## src/rtl/rv32i_mem_arbiter_if.sv

```systemverilog
// Handshake/bus bundle for rv32i_mem_arbiter.
//   IF side  : if_req_valid/addr/ready, if_resp_valid/rdata
//   LSU side : ls_req_valid/we/addr/wdata/wstrb/ready, ls_resp_valid/rdata
//   Memory   : mem_req_valid/ready/we/addr/wdata/wstrb, mem_resp_valid/rdata
// modport slave  : the arbiter's view.
// modport master : the environment's view (requesters plus memory model).
interface rv32i_mem_arbiter_if #(
  parameter int ADDR_W = 32,
  parameter int DATA_W = 32
);
  logic              if_req_valid;
  logic [ADDR_W-1:0] if_req_addr;
  logic              if_req_ready;
  logic              if_resp_valid;
  logic [DATA_W-1:0] if_resp_rdata;

  logic                ls_req_valid;
  logic                ls_req_we;
  logic [ADDR_W-1:0]   ls_req_addr;
  logic [DATA_W-1:0]   ls_req_wdata;
  logic [DATA_W/8-1:0] ls_req_wstrb;
  logic                ls_req_ready;
  logic                ls_resp_valid;
  logic [DATA_W-1:0]   ls_resp_rdata;

  logic                mem_req_valid;
  logic                mem_req_ready;
  logic                mem_req_we;
  logic [ADDR_W-1:0]   mem_req_addr;
  logic [DATA_W-1:0]   mem_req_wdata;
  logic [DATA_W/8-1:0] mem_req_wstrb;
  logic                mem_resp_valid;
  logic [DATA_W-1:0]   mem_resp_rdata;

  modport slave (
    input  if_req_valid, if_req_addr,
    output if_req_ready, if_resp_valid, if_resp_rdata,
    input  ls_req_valid, ls_req_we, ls_req_addr, ls_req_wdata, ls_req_wstrb,
    output ls_req_ready, ls_resp_valid, ls_resp_rdata,
    output mem_req_valid, mem_req_we, mem_req_addr, mem_req_wdata, mem_req_wstrb,
    input  mem_req_ready, mem_resp_valid, mem_resp_rdata
  );

  modport master (
    output if_req_valid, if_req_addr,
    input  if_req_ready, if_resp_valid, if_resp_rdata,
    output ls_req_valid, ls_req_we, ls_req_addr, ls_req_wdata, ls_req_wstrb,
    input  ls_req_ready, ls_resp_valid, ls_resp_rdata,
    input  mem_req_valid, mem_req_we, mem_req_addr, mem_req_wdata, mem_req_wstrb,
    output mem_req_ready, mem_resp_valid, mem_resp_rdata
  );
endinterface

```

## src/rtl/rv32i_mem_arbiter.sv

```systemverilog
// Shares one memory port between the instruction-fetch unit (IF) and the
// load/store unit (LSU). LSU has fixed priority; IF is forced a grant after
// STARVE_MAX consecutive LSU grants taken while IF was waiting. One
// transaction in flight at a time.
// Ports:
//   clk  - system clock, rising edge
//   rst  - synchronous active-high reset
//   bus  - request/response/memory handshake bundle (slave modport)
//   busy - transaction in flight (ISSUE or WAIT)
//
// state | meaning
// IDLE  | arbitrate; winner's fields latched on the grant edge
// ISSUE | mem_req_valid held with latched fields until mem_req_ready
// WAIT  | waiting for mem_resp_valid, forwarded to the owner
module rv32i_mem_arbiter #(
  parameter int ADDR_W     = 32,
  parameter int DATA_W     = 32,
  parameter int STARVE_MAX = 4
) (
  input  logic                      clk,
  input  logic                      rst,
  rv32i_mem_arbiter_if.slave        bus,
  output logic                      busy
);
  localparam int CNT_W = $clog2(STARVE_MAX + 1);

  typedef enum logic [1:0] {S_IDLE, S_ISSUE, S_WAIT} state_t;

  state_t              state_q;
  logic                owner_ls_q;
  logic [CNT_W-1:0]    starve_q;
  logic                mem_valid_q;
  logic                we_q;
  logic [ADDR_W-1:0]   addr_q;
  logic [DATA_W-1:0]   wdata_q;
  logic [DATA_W/8-1:0] wstrb_q;

  logic in_idle;
  logic starve_hit;
  logic grant_if;
  logic grant_ls;
  logic resp_fire;

  // Readies and responses are combinational; gating with rst keeps every
  // output quiet while reset is held.
  always_comb begin
    in_idle    = (state_q == S_IDLE) && !rst;
    starve_hit = (starve_q == CNT_W'(STARVE_MAX));
    grant_if   = in_idle && bus.if_req_valid && (!bus.ls_req_valid || starve_hit);
    grant_ls   = in_idle && bus.ls_req_valid && !grant_if;
    resp_fire  = (state_q == S_WAIT) && bus.mem_resp_valid && !rst;
  end

  assign bus.if_req_ready  = grant_if;
  assign bus.ls_req_ready  = grant_ls;
  assign bus.if_resp_valid = resp_fire && !owner_ls_q;
  assign bus.ls_resp_valid = resp_fire && owner_ls_q;
  assign bus.if_resp_rdata = (resp_fire && !owner_ls_q) ? bus.mem_resp_rdata : '0;
  assign bus.ls_resp_rdata = (resp_fire && owner_ls_q)  ? bus.mem_resp_rdata : '0;

  assign bus.mem_req_valid = mem_valid_q;
  assign bus.mem_req_we    = we_q;
  assign bus.mem_req_addr  = addr_q;
  assign bus.mem_req_wdata = wdata_q;
  assign bus.mem_req_wstrb = wstrb_q;
  assign busy              = (state_q != S_IDLE);

  always_ff @(posedge clk) begin
    if (rst) begin
      state_q     <= S_IDLE;
      owner_ls_q  <= 1'b0;
      starve_q    <= '0;
      mem_valid_q <= 1'b0;
      we_q        <= 1'b0;
      addr_q      <= '0;
      wdata_q     <= '0;
      wstrb_q     <= '0;
    end else begin
      case (state_q)
        S_IDLE: begin
          if (grant_if) begin
            owner_ls_q  <= 1'b0;
            we_q        <= 1'b0;
            addr_q      <= bus.if_req_addr;
            wdata_q     <= '0;
            wstrb_q     <= '0;
            starve_q    <= '0;
            mem_valid_q <= 1'b1;
            state_q     <= S_ISSUE;
          end else if (grant_ls) begin
            owner_ls_q  <= 1'b1;
            we_q        <= bus.ls_req_we;
            addr_q      <= bus.ls_req_addr;
            wdata_q     <= bus.ls_req_wdata;
            wstrb_q     <= bus.ls_req_wstrb;
            // only count LSU wins that actually made IF wait
            if (bus.if_req_valid && !starve_hit)
              starve_q <= starve_q + CNT_W'(1);
            mem_valid_q <= 1'b1;
            state_q     <= S_ISSUE;
          end
        end
        S_ISSUE: begin
          if (bus.mem_req_ready) begin
            mem_valid_q <= 1'b0;
            state_q     <= S_WAIT;
          end
        end
        S_WAIT: begin
          if (bus.mem_resp_valid)
            state_q <= S_IDLE;
        end
        default: begin
          mem_valid_q <= 1'b0;
          state_q     <= S_IDLE;
        end
      endcase
    end
  end
endmodule

```

## src/flat_wrapper.sv

```systemverilog
// flat-port wrapper written by rule: the top's interface ports become plain ports
module rv32i_mem_arbiter_flat 
#(
  parameter int ADDR_W     = 32,
  parameter int DATA_W     = 32,
  parameter int STARVE_MAX = 4
)
  (clk, rst, busy, bus_if_req_valid, bus_if_req_addr, bus_if_req_ready, bus_if_resp_valid, bus_if_resp_rdata, bus_ls_req_valid, bus_ls_req_we, bus_ls_req_addr, bus_ls_req_wdata, bus_ls_req_wstrb, bus_ls_req_ready, bus_ls_resp_valid, bus_ls_resp_rdata, bus_mem_req_valid, bus_mem_req_we, bus_mem_req_addr, bus_mem_req_wdata, bus_mem_req_wstrb, bus_mem_req_ready, bus_mem_resp_valid, bus_mem_resp_rdata);
  rv32i_mem_arbiter_if #(.ADDR_W(ADDR_W), .DATA_W(DATA_W)) bus_i ();
  input  logic clk;
  input  logic rst;
  output logic busy;
  input wire logic [$bits(bus_i.if_req_valid)-1:0] bus_if_req_valid;
  input wire logic [$bits(bus_i.if_req_addr)-1:0] bus_if_req_addr;
  output wire logic [$bits(bus_i.if_req_ready)-1:0] bus_if_req_ready;
  output wire logic [$bits(bus_i.if_resp_valid)-1:0] bus_if_resp_valid;
  output wire logic [$bits(bus_i.if_resp_rdata)-1:0] bus_if_resp_rdata;
  input wire logic [$bits(bus_i.ls_req_valid)-1:0] bus_ls_req_valid;
  input wire logic [$bits(bus_i.ls_req_we)-1:0] bus_ls_req_we;
  input wire logic [$bits(bus_i.ls_req_addr)-1:0] bus_ls_req_addr;
  input wire logic [$bits(bus_i.ls_req_wdata)-1:0] bus_ls_req_wdata;
  input wire logic [$bits(bus_i.ls_req_wstrb)-1:0] bus_ls_req_wstrb;
  output wire logic [$bits(bus_i.ls_req_ready)-1:0] bus_ls_req_ready;
  output wire logic [$bits(bus_i.ls_resp_valid)-1:0] bus_ls_resp_valid;
  output wire logic [$bits(bus_i.ls_resp_rdata)-1:0] bus_ls_resp_rdata;
  output wire logic [$bits(bus_i.mem_req_valid)-1:0] bus_mem_req_valid;
  output wire logic [$bits(bus_i.mem_req_we)-1:0] bus_mem_req_we;
  output wire logic [$bits(bus_i.mem_req_addr)-1:0] bus_mem_req_addr;
  output wire logic [$bits(bus_i.mem_req_wdata)-1:0] bus_mem_req_wdata;
  output wire logic [$bits(bus_i.mem_req_wstrb)-1:0] bus_mem_req_wstrb;
  input wire logic [$bits(bus_i.mem_req_ready)-1:0] bus_mem_req_ready;
  input wire logic [$bits(bus_i.mem_resp_valid)-1:0] bus_mem_resp_valid;
  input wire logic [$bits(bus_i.mem_resp_rdata)-1:0] bus_mem_resp_rdata;
  assign bus_i.if_req_valid = bus_if_req_valid;
  assign bus_i.if_req_addr = bus_if_req_addr;
  assign bus_if_req_ready = bus_i.if_req_ready;
  assign bus_if_resp_valid = bus_i.if_resp_valid;
  assign bus_if_resp_rdata = bus_i.if_resp_rdata;
  assign bus_i.ls_req_valid = bus_ls_req_valid;
  assign bus_i.ls_req_we = bus_ls_req_we;
  assign bus_i.ls_req_addr = bus_ls_req_addr;
  assign bus_i.ls_req_wdata = bus_ls_req_wdata;
  assign bus_i.ls_req_wstrb = bus_ls_req_wstrb;
  assign bus_ls_req_ready = bus_i.ls_req_ready;
  assign bus_ls_resp_valid = bus_i.ls_resp_valid;
  assign bus_ls_resp_rdata = bus_i.ls_resp_rdata;
  assign bus_mem_req_valid = bus_i.mem_req_valid;
  assign bus_mem_req_we = bus_i.mem_req_we;
  assign bus_mem_req_addr = bus_i.mem_req_addr;
  assign bus_mem_req_wdata = bus_i.mem_req_wdata;
  assign bus_mem_req_wstrb = bus_i.mem_req_wstrb;
  assign bus_i.mem_req_ready = bus_mem_req_ready;
  assign bus_i.mem_resp_valid = bus_mem_resp_valid;
  assign bus_i.mem_resp_rdata = bus_mem_resp_rdata;
  rv32i_mem_arbiter #(.ADDR_W(ADDR_W), .DATA_W(DATA_W), .STARVE_MAX(STARVE_MAX)) u_core (.clk(clk), .rst(rst), .bus(bus_i), .busy(busy));
endmodule
```

## config.mk

```make
export PLATFORM = sky130hd
export DESIGN_NAME = rv32i_mem_arbiter_flat
export DESIGN_NICKNAME = d
export VERILOG_FILES = /design/src/rtl/rv32i_mem_arbiter_if.sv /design/src/rtl/rv32i_mem_arbiter.sv /design/src/flat_wrapper.sv
export SDC_FILE = /design/constraint.sdc
export NUM_CORES = 1
export LEC_CHECK = 0
export CORE_AREA = 2 2 112 114
export CTS_CLUSTER_SIZE = 30
export DETAILED_ROUTE_END_ITERATION = 6
export DIE_AREA = 0 0 114 116
export PLACE_DENSITY = 0.77
export SETUP_SLACK_MARGIN = 0.3
export SKIP_LAST_GASP = 1
export SLEW_MARGIN = 20
export SYNTH_ARGS = -nofsm -noshare
export SYNTH_HDL_FRONTEND = slang
export SYNTH_SLANG_ARGS = --single-unit
```

## constraint.sdc

```tcl
create_clock -name clk -period 1.74 [get_ports clk]
set_input_delay 0.348 -clock clk [delete_from_list [all_inputs] [get_ports clk]]
set_output_delay 0.348 -clock clk [all_outputs]
set_load 0.05 [all_outputs]
```

# == Word level (Yosys, flattened, before mapping) ==
# Index checks and enable logic that the tools add are counted.
# Widths: inputs -> output; s select.
# totals
reg_bits,76
input_bits,139
out_inout_bits,139
wordCells,63
# classes
addsub,1
n_eq_ne,6
mux,23
bitwise,1
n_reduce_logical,24
# ops
operator,n
$mux 32,6
$logic_and 1x1->1,10
$mux 3,3
$reduce_and 3->1,3
$mux 2,4
$mux 4,2
$mux 1,6
$pmux 2 s3,1
$reduce_bool 2->1,3
$logic_not 1->1,5
$ne 2x2->1 const B,2
$add 3x1->3 const B,1
$eq 3x3->1 const B,1
$ne 3x3->1 const B,1
$pmux 1 s3,1
$eq 2x1->1 const B,1
$eq 2x2->1 const B,1
$logic_not 2->1,1
$reduce_and 2->1,1
$logic_or 1x1->1,1
$not 1->1,1

# == Depth between registers and ports, before layout ==
# Gate-level depths: netlist (run 1).
# depth
word_depth,9
ltp_mapped,7
ltp_nobuf,5

# == Worst setup path after synthesis (run 1) ==
# No wires, ideal clock.
# synth_timing
kind,input to output
start,in rst
end,out bus_ls_req_ready
arrival_time_ps,2071
required_ps,1392
slack_ps,-679
path_stages,5
path_cell_list,clkbuf_1 or4b_2 clkbuf_1 buf_2 nor2_1
# synth_via
elab_chain_len,6
# synth_rtl
item,line,text
start: declaration,flat_wrapper.sv:11,input logic rst;
$logic_not 1->1 *,rv32i_mem_arbiter.sv:47,in_idle = (state_q == S_IDLE) && !rst;
$logic_and 1x1->1 *,rv32i_mem_arbiter.sv:47,
$logic_and 1x1->1 (2 in a row),rv32i_mem_arbiter.sv:49,grant_if = in_idle && bus.if_req_valid && (!bus.ls_req_valid || starve_hit);
$logic_not 1->1,rv32i_mem_arbiter.sv:50,grant_ls = in_idle && bus.ls_req_valid && !grant_if;
$logic_and 1x1->1 *,rv32i_mem_arbiter.sv:50,
end: declaration,flat_wrapper.sv:23,output wire logic [$bits(bus_i.ls_req_ready)-1:0] bus_ls_req_ready;
# Mark *: on every way between the ends. The rest lies on a longest branch, timed or not.

# == Final worst setup path (run 1) ==
# layout_timing
start,reg u_core.state_q[0]
end,out bus_ls_resp_rdata[27]
# layout_via
elab_chain_len,5
# layout_rtl
item,line,text
start: declaration,rv32i_mem_arbiter.sv:29,state_t state_q;
start signal: assignment,rv32i_mem_arbiter.sv:70,state_q <= S_IDLE;
start signal: assignment,rv32i_mem_arbiter.sv:89,state_q <= S_ISSUE;
start signal: assignment,rv32i_mem_arbiter.sv:100,state_q <= S_ISSUE;
$eq 2x2->1,rv32i_mem_arbiter.sv:51,resp_fire = (state_q == S_WAIT) && bus.mem_resp_valid && !rst;
$logic_and 1x1->1 (2 in a row),rv32i_mem_arbiter.sv:51,
$logic_and 1x1->1,rv32i_mem_arbiter.sv:59,assign bus.ls_resp_rdata = (resp_fire && owner_ls_q) ? bus.mem_resp_rdata : '0;
$mux 32,rv32i_mem_arbiter.sv:59,
end: declaration,flat_wrapper.sv:25,output wire logic [$bits(bus_i.ls_resp_rdata)-1:0] bus_ls_resp_rdata;
# Every way passes these cells.

==> results of run 1 <==
[metal layers]
layer	global-route usage, %	vias to the layer above	part of all wire, %
met2	51.6	299	55
met4	10.4	0	4.4
li1	-	2346	-
met3	6.22	67	6.8
met1	29.6	2555	34
met5	0	-	0
[power groups by stage]
stage | Clock [µW] | Combinational (µW) | Sequential (µW)
4_1_cts | 2090 | 2030 | 1960
6_report | 2110 | 2310 | 1970
3_5_place_dp | 0 | 1620 | 1990
3_3_place_gp | 0 | 1590 | 1990
5_1_grt | 2180 | 2390 | 1980
2_1_floorplan | 0 | 466 | 2410
[timing repair]
item	CTS	global route
pin swaps	53	100
hold buffers	0	0
setup buffers	18	10
endpoints found under the setup margin	144	144
gates cloned	16	6
resized for setup	131	137
[path summary, 6_finish.rpt]
check / endpoint / cells past startpoint
worst min-delay path: u_core.starve_q[2] / 2
worst max-delay path: bus_ls_resp_rdata[27] / 5
worst min register to register: u_core.bus.mem_req_wdata[6] / 2
worst max register to register: u_core.bus.mem_req_addr[0] / 8
[cell type report]
type / count / share of cell area [%]
well taps: 147 / 1.87
inverters: 4 / 0.229
flip-flops and latches: 76 / 15.5
clock inverters: 7 / 1.07
repair inverters: 2 / 0.229
clock buffers: 9 / 2.29
repair buffers: 352 / 46.5
multi-input cells: 343 / 32.2
diodes: 3 / 0.0762
[registers in the layout, summed over array words and instances, names as in the netlist]
signal / count
u_core.bus.mem_req_addr: 32
u_core.bus.mem_req_valid: 1
u_core.bus.mem_req_wdata: 32
u_core.bus.mem_req_we: 1
u_core.bus.mem_req_wstrb: 4
u_core.owner_ls_q: 1
u_core.starve_q: 3
u_core.state_q: 2
[stage by stage]
step	setup WS (ns)	instances	TNS (ns)
6_report	-0.289	943	-21.77
5_1_grt	-0.329	943	-28.35
4_1_cts	-0.259	924	-15.11
3_5_place_dp	-0.346	874	-33.89
3_3_place_gp	-0.318	874	-29.76
2_1_floorplan	-0.111	478	-1.17
[synthesized netlist by cell type (2+ instances only)]
cell,count
dfxtp_1,76
a21oi_1,74
and2_1,64
nor3_1,64
clkbuf_1,44
o21ai_0,40
nand3_1,38
nor4_1,32
nor2_1,9
nand2_1,7
buf_2,6
buf_1,3
inv_1,3
nand3b_1,3
buf_6,2
ha_1,2
[cell usage in the layout (no fill, tap or decap), drive strengths merged, types with 2 or more instances in the layout]
master	count
a21oi	74
and2	64
buf	210
bufinv	2
clkbuf	14
clkdlybuf4s50	134
dfxtp	76
diode	3
dlygate4sd2	2
ha	2
inv	9
nand2	7
nand3	38
nand3b	3
nor2	9
nor3	64
nor4	32
o21ai	40
or4b	2
[kinds of logic after synthesis]
logic type	Yosys count
simple gates	225
flops	76
buf+inv	59
compound gates	116
fa+ha+maj	2
==> impl_results.md, run 1 <==
- CTS Buf Count: 9
- DRT Pass-1 Iters: 5
- Crit path launch: u_core.state_q[0]
- Internal power: 4210 µW
- Initial DRC count: 426
- Post-synthesis compound-gate area fraction: 16.1%
- Post-synth top area cell: dfxtp_1
- Status: complete, but fails checks
- Register Area: 1530 µm²
- CP arrival: 1.68 ns
- CTS H-tree lvls: 3
- CTS Buffer Depth: 2
- Fin. Hold Viols: 0
- Total core area: 11,900 µm²
- Post-synthesis mux area share: 0%
- Gate power share: 36.2%
- Finished Cell Area: 9850 µm²
- Post-Synth Simple-Gate Area: 34.7%
- CP cell instances: nand4bb_4, nor2_4, buf_12, and2_4, buf_12
- Critical path class: reg2out
- # rows: 40
- Vias: 5,267
- # port buffers: 277
- Min-Delay Path Class: in2reg
- Sequential share of power: 30.9%
- DP Wirelength: 12,100 µm
- Sw Pwr: 2190 µW
- Sequential area share after synthesis: 41.8%
- Critical path endpoint category: output pin
- Slew @ Worst Pin: 0.650 ns
- Syn nets: 619
- Total GRT Usage: 27.3%
- Clock power share: 33.0%
- Final core utilization: 82.7%
- VDD IR max: 663 µV
- Failing checks: setup timing
- Delay-heaviest family, CP: simple AND/OR/NAND/NOR gates
- Synth-to-layout area growth: 171%
- Final setup margin: -0.289 ns
- RSZ-0062 raised after global routing: true
- Residual DRC: 0
- Post-DRT Antenna Nets: 0
- Post-synthesis async set-or-reset flop share: 0%
- Clock-pin slew on the worst setup and hold paths: 0.07 ns
- Worst R2R Setup Slack: -0.15 ns
- Share of the synthesized area in the top cell type: 41.8%
- Peak Freq: 493 MHz
- Drt total wl: 22,400 µm
- EDFF count, synth: 0
- Mapped Cells: 478
- GRT overflow: 0
- FF-to-FF Start: u_core.state_q[0]
- Adder-Cell Fraction of Synth Area: 0.688%
- Boundary Pins: 278
- P_leak: 0.00367 µW
- Initial antenna violation count: 3
- # Max-Cap Violations: 0
- Max Transition Viols Final: 0
- CTS tree: built
- Vias in the first global route: 5,037
- Max_slew headroom: 56.7%
- Die Span X: 114 µm
- Setup violators final: 130
- Clk Latency, worst-skew pair: 0.34 ns
- Max Fanout on Critical Path: 17
- Top post-synthesis cells by area: dfxtp_1 42%, and2_1 11%, a21oi_1 10%
- Filler Cell Count: 630
- Clock sink total: 76
- Layout cells sized above 1: 58.0%
- Via density: 5.59
- Largest family of logic cells by synthesized area: simple AND/OR/NAND/NOR gates
- XOR/XNOR Fraction of Synth Area: 0%
- Largest net degree at the start of global routing: 42
- CP bufs+invs: 2
- Min cycle time layout: 2.03 ns
- Die height: 116 µm
- Nets@finish: 929
- Fin crit share: 117%
- Sw Ratio: 34.2%
- Root buffer cell: clkbuf_16
- Crit path required time: 1.39 ns
- Crit-path most repeated cell: buf_12
- Overall power: 6400 µW
- Post-Syn Area: 3640 µm²
- Critical path's slowest cell: dfxtp_4
- Initial Utilization: 30.5%
- Worst hold slack: 0.276 ns
- Critical path's largest stage delay: 0.37 ns
- Hold_sp: rst
- Pwr/cell area: 650 nW/µm²
- Final setup skew: 0.0122 ns
- Avg Cell Area, Syn: 7.61 µm²
- Synth Flop Type: dfxtp_1
- Synthesis Warnings: 0
- Distinct cells, synth: 27
- Global-route wire length before repair: 27,900 µm
- Worst Setup Start Kind: flop
- FF+latch count, synth: 76
- Die area: 13,200 µm²
- Multi-input combinational cell area: 3170 µm²
- Wire per inst: 23.7 µm
- DP Area: 7560 µm²
- RePlAce Congestion: 0.908
(Power assumes the default switching activity.)
==> run 2, diff against run 1 <==
Settings changed: MAX_ROUTING_LAYER set to met4, PLACE_DENSITY 0.77 to not set, PLACE_DENSITY_LB_ADDON set to 0.1.
==> run 2 against run 1 <==
Against the previous run:
- the run still ends with setup timing left
- worst hold slack improved by 0.19 ns
- flip-flop and latch count did not move
- first-iteration DRC count fell by 46%
- core utilization fell by 13 points
- cell area fell by 15%
- worst setup slack improved by 0.052 ns
- total power fell by 13%
- via count fell by 11%
- maximum frequency rose by 2.6%
- critical path depth rose by 1
- largest power group is now sequential cells
==> impl_results.md, run 2 (synthesized netlist as in run 1, its figures left out) <==
- Hold buffer count at cts: 0 (unchanged)
- Nets@finish: 900 (-3.1%)
- Min-Delay Path Class: reg2reg
- GRT overflow: 0 (unchanged)
- # rows: 40 (unchanged)
- Crit path required time: 1.39 ns (about the same)
- RSZ-0062 raised after global routing: true
- CTS Buf Count: 9 (unchanged)
- Failing checks: setup timing
- Gate power share: 31.7% (-4.5 points)
- Clock sink total: 76 (unchanged)
- Clk Latency, worst-skew pair: 0.34 ns (about the same)
- Pwr/cell area: 666 nW/µm² (+2.5%)
- Commonest cells after routing, fill and taps aside: 134 x clkdlybuf4s50_1, 97 x buf_4, 78 x buf_12, 74 x dfxtp_1, 64 x and2_4
- Sw Ratio: 34.7% (+0.44 points)
- Setup violators final: 68 (-48%)
- CP arrival: 1.63 ns (-0.05 ns)
- Min cycle time layout: 1.98 ns (-0.0519 ns)
- VDD IR max: 510 µV (-23%)
- Fin cells: 914 (-3.1%)
- Die height: 116 µm (unchanged)
- Drt total wl: 17,200 µm (-23%)
- CP cell instances: nand4bb_4, nor2_4, buf_4, buf_12, and2_4, buf_12
- Critical path endpoint category: output pin
- Global-route wire length before repair: 25,600 µm (-8.5%)
- Max Transition Viols Final: 0 (unchanged)
- Critical path's largest stage delay: 0.35 ns (-0.02 ns)
- Vias in the first global route: 4,653 (-7.6%)
- Wire per inst: 18.8 µm (-21%)
- Max_slew headroom: 65.4% (+8.7 points)
- Worst Setup Start Kind: flop
- Fin crit share: 114% (-3.0 points)
- Via density: 5.15 (-7.8%)
- Overall power: 5570 µW (-13%)
- Boundary Pins: 278 (unchanged)
- Post-DRT Antenna Nets: 0 (unchanged)
- Initial antenna violation count: 3 (unchanged)
- # port buffers: 277 (unchanged)
- CTS tree: built
- Critical path's slowest cell: dfxtp_2
- DP Wirelength: 12,300 µm (+2.2%)
- Clock-pin slew on the worst setup and hold paths: 0.06 ns (about the same)
- Internal power: 3640 µW (-14%)
- Final setup skew: 0.00751 ns (-0.00464 ns)
- P_leak: 0.00323 µW (-12%)
- Die area: 13,200 µm² (unchanged)
- Max Fanout on Critical Path: 17 (unchanged)
- Vias: 4,709 (-11%)
- Synth-to-layout area growth: 130%
- Clock power share: 33.2% (+0.2 points)
- Finished Cell Area: 8360 µm² (-15%)
- RePlAce Congestion: 0.929 (+2.3%)
- DRT Pass-1 Iters: 4 (-1)
- Post-placement cell count: 878 (+0.46%)
- Commonest non-fill, non-tap cell in the layout: clkdlybuf4s50_1
- Total GRT Usage: 25.8% (-1.5 points)
- CTS H-tree lvls: 3 (unchanged)
- DP Area: 7560 µm² (about the same)
- Residual DRC: 0 (unchanged)
- Slew @ Worst Pin: 0.520 ns (-0.130 ns)
- Sequential share of power: 35.1% (+4.2 points)
- Critical path class: reg2out
- Initial Utilization: 30.5% (unchanged)
- Peak Freq: 506 MHz (+2.6%)
- Final setup margin: -0.237 ns (+0.0519 ns)
- Fin. Hold Viols: 0 (unchanged)
- Largest net degree at the start of global routing: 42 (unchanged)
- Worst hold slack: 0.468 ns (+0.192 ns)
- CTS Buffer Depth: 2 (unchanged)
- Initial DRC count: 228 (-46%)
- Total core area: 11,900 µm² (unchanged)
- Status: complete, but fails checks
- Layout cells sized above 1: 46.3% (-12 points)
- # Max-Cap Violations: 0 (unchanged)
- Root buffer cell: clkbuf_16
- Crit-path most repeated cell: buf_12
- Die Span X: 114 µm (unchanged)
- Sw Pwr: 1930 µW (-12%)
## run 2: cell count changes in the layout (fill, tap and decap cells not counted), sizes merged
cell,previous run,this run
buf,210,186
clkbuf,14,9
bufbuf,0,2
bufinv,2,0
dlygate4sd2,2,3
dlymetal6s2s,1,0
## run 2: timing repair
item,CTS,global route
setup endpoints to repair,140,142
hold endpoints to repair,0,0
gates cloned,4,0
gates resized for setup,50,33
pin swaps,8,10
buffers inserted,7,6
## run 2: critical path, delay by kind of cell (launching register included)
kind	cells	cell delay, ns
and+or+nand+nor	3	0.53
buffers and inverters	3	0.40
DFF	1	0.35
## run 2: area by class of cell
type,count,area (µm²)
Fill cell,935,3550
Antenna cell,3,7.51
Inverter,4,20.0
Sequential cell,76,1530
Multi-Input combinational cell,343,2460
Tap cell,147,184
Timing Repair Buffer,325,3870
Clock buffer,9,225
Clock inverter,7,62.6
## run 2: worst paths after layout
check / from / end / slack [ns] / cells past startpoint
max reg2reg: u_core.state_q[0] / u_core.starve_q[2] / 0.01 / 5
max: u_core.state_q[0] / bus_if_resp_rdata[20] / -0.24 / 6
min reg2reg: u_core.bus.mem_req_valid / u_core.bus.mem_req_valid / 0.47 / 2
min: u_core.bus.mem_req_valid / u_core.bus.mem_req_valid / 0.47 / 2
## run 2: layer usage
layer / up-vias / track usage, % / wire length (µm)
met4: 0 / 10.7 / 450
met3: 25 / 4.71 / 952
met2: 197 / 45.8 / 9050
li1: 2268 / - / -
met5: - / - / 0
met1: 2219 / 28.4 / 6720
## run 2: per-stage QoR
| step | utilization, % | worst slack, ns | TNS, ns |
|---|---|---|---|
| floorplan | - | -0.111 | -1.17 |
| global placement | 63.5 | -0.305 | -29.45 |
| detailed placement | 63.5 | -0.356 | -32.60 |
| CTS | 68.7 | -0.271 | -14.39 |
| global route | 70.2 | -0.298 | -16.73 |
| finish | 70.2 | -0.237 | -12.71 |
## run 2: power groups by stage
stage	Clock, µW	Sequential [µW]	Combinational [µW]
6_report	1850	1960	1760
5_1_grt	1960	1970	1850
4_1_cts	1880	1950	1720
3_5_place_dp	0	1990	1610
3_3_place_gp	0	1980	1590
2_1_floorplan	0	2410	466
